$ cat config.mk
export PLATFORM = sky130hd
export DESIGN_NAME = div100_tick_gen
export DESIGN_NICKNAME = d
export VERILOG_FILES = /design/src/rtl/div_pkg.sv /design/src/rtl/sync2.sv /design/src/rtl/div100_tick_gen.sv
export SDC_FILE = /design/constraint.sdc
export NUM_CORES = 1
export LEC_CHECK = 0
export CAP_MARGIN = 20
export CORE_UTILIZATION = 30
export CTS_BUF_LIST = sky130_fd_sc_hd__clkbuf_4 sky130_fd_sc_hd__clkbuf_8 sky130_fd_sc_hd__clkbuf_16
export DETAILED_ROUTE_END_ITERATION = 7
export DONT_BUFFER_PORTS = 1
export PLACE_DENSITY = 0.54
export SLEW_MARGIN = 20
export SYNTH_ARGS = -nofsm -noshare
export SYNTH_HDL_FRONTEND = slang
export SYNTH_SLANG_ARGS = --single-unit
export TNS_END_PERCENT = 5
$ cat constraint.sdc
create_clock -name clk100 -period 2.49 [get_ports clk100]
set_clock_uncertainty 0.15 [all_clocks]
set_input_delay 0.1245 -clock clk100 [delete_from_list [all_inputs] [get_ports clk100]]
set_output_delay 0.1245 -clock clk100 [all_outputs]
set_load 0.01 [all_outputs]
$ cat src/rtl/div_pkg.sv
// Shared types and constants for the divide-by-N tick generator.
package div_pkg;

    localparam int COUNT_W        = 7;
    localparam int DEF_DIVISOR    = 100;
    localparam int DEF_HIGH_START = 50;

    typedef enum logic [1:0] {
        HOLD  = 2'd0,
        ALIGN = 2'd1,
        RUN   = 2'd2
    } state_e;

    // Two-digit BCD of a count value; {tens, units}. Only valid for v <= 99.
    function automatic logic [7:0] to_bcd(input logic [COUNT_W-1:0] v);
        logic [COUNT_W-1:0] t;
        logic [COUNT_W-1:0] u;
        t = v / COUNT_W'(10);
        u = v - t * COUNT_W'(10);
        return {4'(t), 4'(u)};
    endfunction

endpackage

$ cat src/rtl/sync2.sv
// Two-flop synchronizer for a single asynchronous bit; reset value selectable.
module sync2 #(
    parameter logic RST_VAL = 1'b1
) (
    input  logic clk,
    input  logic rst_n,
    input  logic d,
    output logic q
);

    logic meta;

    always_ff @(posedge clk or negedge rst_n) begin
        if (!rst_n) begin
            meta <= RST_VAL;
            q    <= RST_VAL;
        end else begin
            meta <= d;
            q    <= meta;
        end
    end

endmodule

$ cat src/rtl/div100_tick_gen.sv
// Divide-by-DIVISOR counter with square-wave, wrap tick and HOLD/ALIGN/RUN control.
// Define DIV100_BCD_EN to get registered BCD copies of count (requires DIVISOR <= 100).
module div100_tick_gen
    import div_pkg::*;
#(
    parameter int DIVISOR    = DEF_DIVISOR,
    parameter int HIGH_START = DEF_HIGH_START
) (
    input  logic               clk100,
    input  logic               resetn,
    input  logic               enablen,
    input  logic               sync_clr,
    output logic [COUNT_W-1:0] count,
    output logic               out_count7NR,
    output logic               tick,
    output logic               running,
    output logic [3:0]         bcd_tens,
    output logic [3:0]         bcd_units
);

    localparam logic [COUNT_W-1:0] LAST = COUNT_W'(DIVISOR - 1);
    localparam logic [COUNT_W-1:0] HI   = COUNT_W'(HIGH_START);

    state_e             state_q, state_d;
    logic [COUNT_W-1:0] count_d;
    logic               tick_d;
    logic               high_d;
    logic               en_sync;

    sync2 #(.RST_VAL(1'b1)) u_en_sync (
        .clk   (clk100),
        .rst_n (resetn),
        .d     (enablen),
        .q     (en_sync)
    );

    // sync_clr only zeroes the datapath; the FSM keeps following enablen.
    always_comb begin
        state_d = state_q;
        count_d = '0;
        case (state_q)
            HOLD:    if (!en_sync) state_d = ALIGN;
            ALIGN:   state_d = en_sync ? HOLD : RUN;
            RUN: begin
                if (en_sync) state_d = HOLD;
                else         count_d = (count == LAST) ? '0 : count + 1'b1;
            end
            default: state_d = HOLD;
        endcase
        if (sync_clr) count_d = '0;
        tick_d = (state_d == RUN) && (count_d == LAST);
        high_d = (state_d == RUN) && (count_d >= HI);
    end

    // Outputs are registered from next-state values so they align with count.
    always_ff @(posedge clk100 or negedge resetn) begin
        if (!resetn) begin
            state_q      <= HOLD;
            count        <= '0;
            tick         <= 1'b0;
            out_count7NR <= 1'b0;
            running      <= 1'b0;
        end else begin
            state_q      <= state_d;
            count        <= count_d;
            tick         <= tick_d;
            out_count7NR <= high_d;
            running      <= (state_d == RUN);
        end
    end

`ifdef DIV100_BCD_EN
    logic [7:0] bcd_d;
    assign bcd_d = to_bcd(count_d);

    always_ff @(posedge clk100 or negedge resetn) begin
        if (!resetn) begin
            bcd_tens  <= '0;
            bcd_units <= '0;
        end else begin
            bcd_tens  <= bcd_d[7:4];
            bcd_units <= bcd_d[3:0];
        end
    end
`else
    assign bcd_tens  = '0;
    assign bcd_units = '0;
`endif

endmodule
==> metrics.md <==
| Metric | Value |
|---|---|
| Outcome | completed |
| Commonest cells in the netlist | dfrtp_1, nor2_1, buf_4 |
| Rel. slew slack | 0.592 |
| Root Driver | clkbuf_4 |
| Crit-path slowest cell | dfrtp_1 |
| Largest area contributor in the netlist | dfrtp_1 |
| Avg Cell Area, Syn | 10.9 µm² |
| # DRC | 0 |
| Flops & latches, synth | 14 |
| Post-CTS setup buffer count | 0 |
| Top FF cell, synth | dfrtp_1 |
| RSZ-0062 raised after global routing | false |
| Worst-path clk slew | around 90 ps |
| CP max stage delay | about 530 ps |
| Ys Warns | 0 |
| Maximum operating frequency | 491 MHz |
| Seq/Total Area, Yosys | 0.507 |
| Critical Path AT | between 2000 and 2500 ps |
| Nets | 76 |
| Kind of critical path | reg -> reg |
| Dpl hpwl | ~870 µm |
| Crit path launch | count[0] |
| CTS tree | built |
| Total grt overflow | 0 |
| Skew-Pair Late Insertion Delay | around 280 ps |
| Final hold vios | 0 |
| Core Footprint | between 0.002 and 0.0025 mm² |
| # clock sinks | 14 |
| Pins over their slew limit | 0 |
| Synth top area share | 0.432 |
| Pleak | between 0.3 and 0.4 nW |
| Die H | 50.2 µm |
| Initial Utilization | 0.318 |
| Worst Path Buf+Inv | 0 |
| Cell Chain, Critical Path | ha_1, nand2_1, nor3_1, o22ai_1, nor4b_1 |
| Reg2Reg Setup Slack | approximately 460 ps |
| Largest net degree at the start of global routing | 15 |
| Worst vdd ir | about 0.22 mV |
| Antenna Cells | 0 |
| GP Congestion | roughly 0.73 |
| Die ar. | around 0.0025 mm² |
| Cts bufs inserted | 3 |
| Area growth syn-to-layout | 9.71% |
| Slew @ Worst Pin | 610 ps |
| Resize count post-CTS | 0 |
| WL final | around 1200 µm |
| Antenna violations before repair | 0 |
| Hold buffers post-CTS | 3 |
| CP startpoint kind | register |
| Reg2reg start | count[0] |
| Hold Path Class | in -> async |
| Post-synthesis cell count | 64 |
| Crit path max fanout | 8 |
| Wire per inst | around 12 µm |
| Share of cells above drive strength 1 | 0.171 |
| Initial DRC count | 5 |
| Setup_tns | 0 ps |
| Number of port buffers | 0 |
| Vias per inst | ~4.5 |
| WP data required | between 2000 and 2500 ps |
| Global-route wire length before repair | between 1500 and 2000 µm |
| Final setup vio count | 0 |
| Overall power | 0.453 mW |
| Die W | 50.2 µm |
| DRT Pass-1 Iters | 2 |
| Cell with the most instances after synthesis | dfrtp_1 |
| Post-synth EDFFs | 0 |
| Final min period | 2030 ps |
| Detail Route Antenna Nets | 0 |
| Max-Cap Viols | 0 |
| Final clock period utilization by the worst path | 0.817 |
| Ys async rst share | 1.00 |
| H-tree lvl count | 1 |
| Vias | around 440 |
| CP delay by family, top | simple AND/OR/NAND/NOR gates |
| Tot GR Track Use | 0.0995 |
| Ranking of synthesized cells by area | dfrtp_1, buf_4, dfstp_2 |
| Vias in the first global route | roughly 400 |
| Longest Clk Path Bufs | 2 |
| Crit end category | register |
| Post-Syn Area | ~700 µm² |
| Synth cell types | 25 |
| # IOs | 22 |
| Row count | 17 |
| P per Cell Area | 593 mW/mm² |
-- cell usage in the layout (no fill, tap or decap) --
cell	n
nor2_2	1
inv_1	2
o32ai_1	1
o22ai_1	1
conb_1	8
nor2_1	10
nand3b_1	2
xor2_1	2
dfrtp_1	12
ha_1	1
nor4b_4	1
clkbuf_8	1
nor3_1	4
nand2_1	2
a31oi_1	1
nor4b_1	1
o21ai_4	1
and2_2	1
or2_1	1
clkbuf_4	3
xnor2_1	2
dlygate4sd3_1	3
dfstp_2	2
or4b_4	1
a21bo_2	1
nand3_1	3
o21a_1	2
-- final cells by class --
class | instances | area, µm²
timing repair buffer | 3 | 30.0
tap | 28 | 35.0
fill | 226 | 1430
inverter | 2 | 7.51
sequential | 14 | 353
multi-input combinational | 47 | 302
clock buffer | 4 | 36.3
-- where the power goes --
part | switching [mW] | total, mW | internal [mW]
logic | 0.0206 | 0.0360 | 0.0154
clock network | 0.0739 | 0.163 | 0.0888
registers | 0.0137 | 0.254 | 0.240
total | 0.108 | 0.453 | 0.345
-- worst paths after layout --
path / to / depth (start not counted)
max reg2reg: tick / 5
min: count[1] / 1
min reg2reg: u_en_sync.q / 0
max in group asynchronous: out_count7NR / 1
max: tick / 5
min in group clk100: u_en_sync.q / 0
-- state kept, by name (all words and copies together), names as in the netlist --
name            count
u_en_sync.meta      1
running             1
count               7
state_q             2
u_en_sync.q         1
tick                1
out_count7NR        1
-- metal layers --
metal / up-vias / wire length [µm] / GRT usage / share of wire
li1: 216 / - / - / -
met1: 210 / 510 / 0.118 / 0.43
met4: 0 / 12 / 0.0571 / 0.010
met3: 2 / 43 / 0.0212 / 0.036
met5: - / 0 / 0 / 0
met2: 14 / 613 / 0.164 / 0.52
-- kinds of logic after synthesis --
group           after synthesis  synth area share
compound gates                7            0.0899
xor+xnor                      4            0.0504
fa+ha+maj                     1            0.0180
buf+inv                      10            0.0971
flops                        14             0.507
other cells                   1           0.00539
simple gates                 27             0.232
-- per-stage QoR --
step / cells / worst slack, ps / hold slack (ps) / utilization / area (µm²)
2_1_floorplan: 71 / 756 / -321 / - / 722
3_3_place_gp: 91 / 603 / -321 / 0.318 / 697
3_5_place_dp: 91 / 470 / -321 / 0.318 / 697
4_1_cts: 98 / 442 / 176 / 0.348 / 763
5_1_grt: 98 / 293 / 198 / 0.348 / 763
6_report: 98 / 455 / 138 / 0.348 / 763
Power figures use the tool's default switching activity.
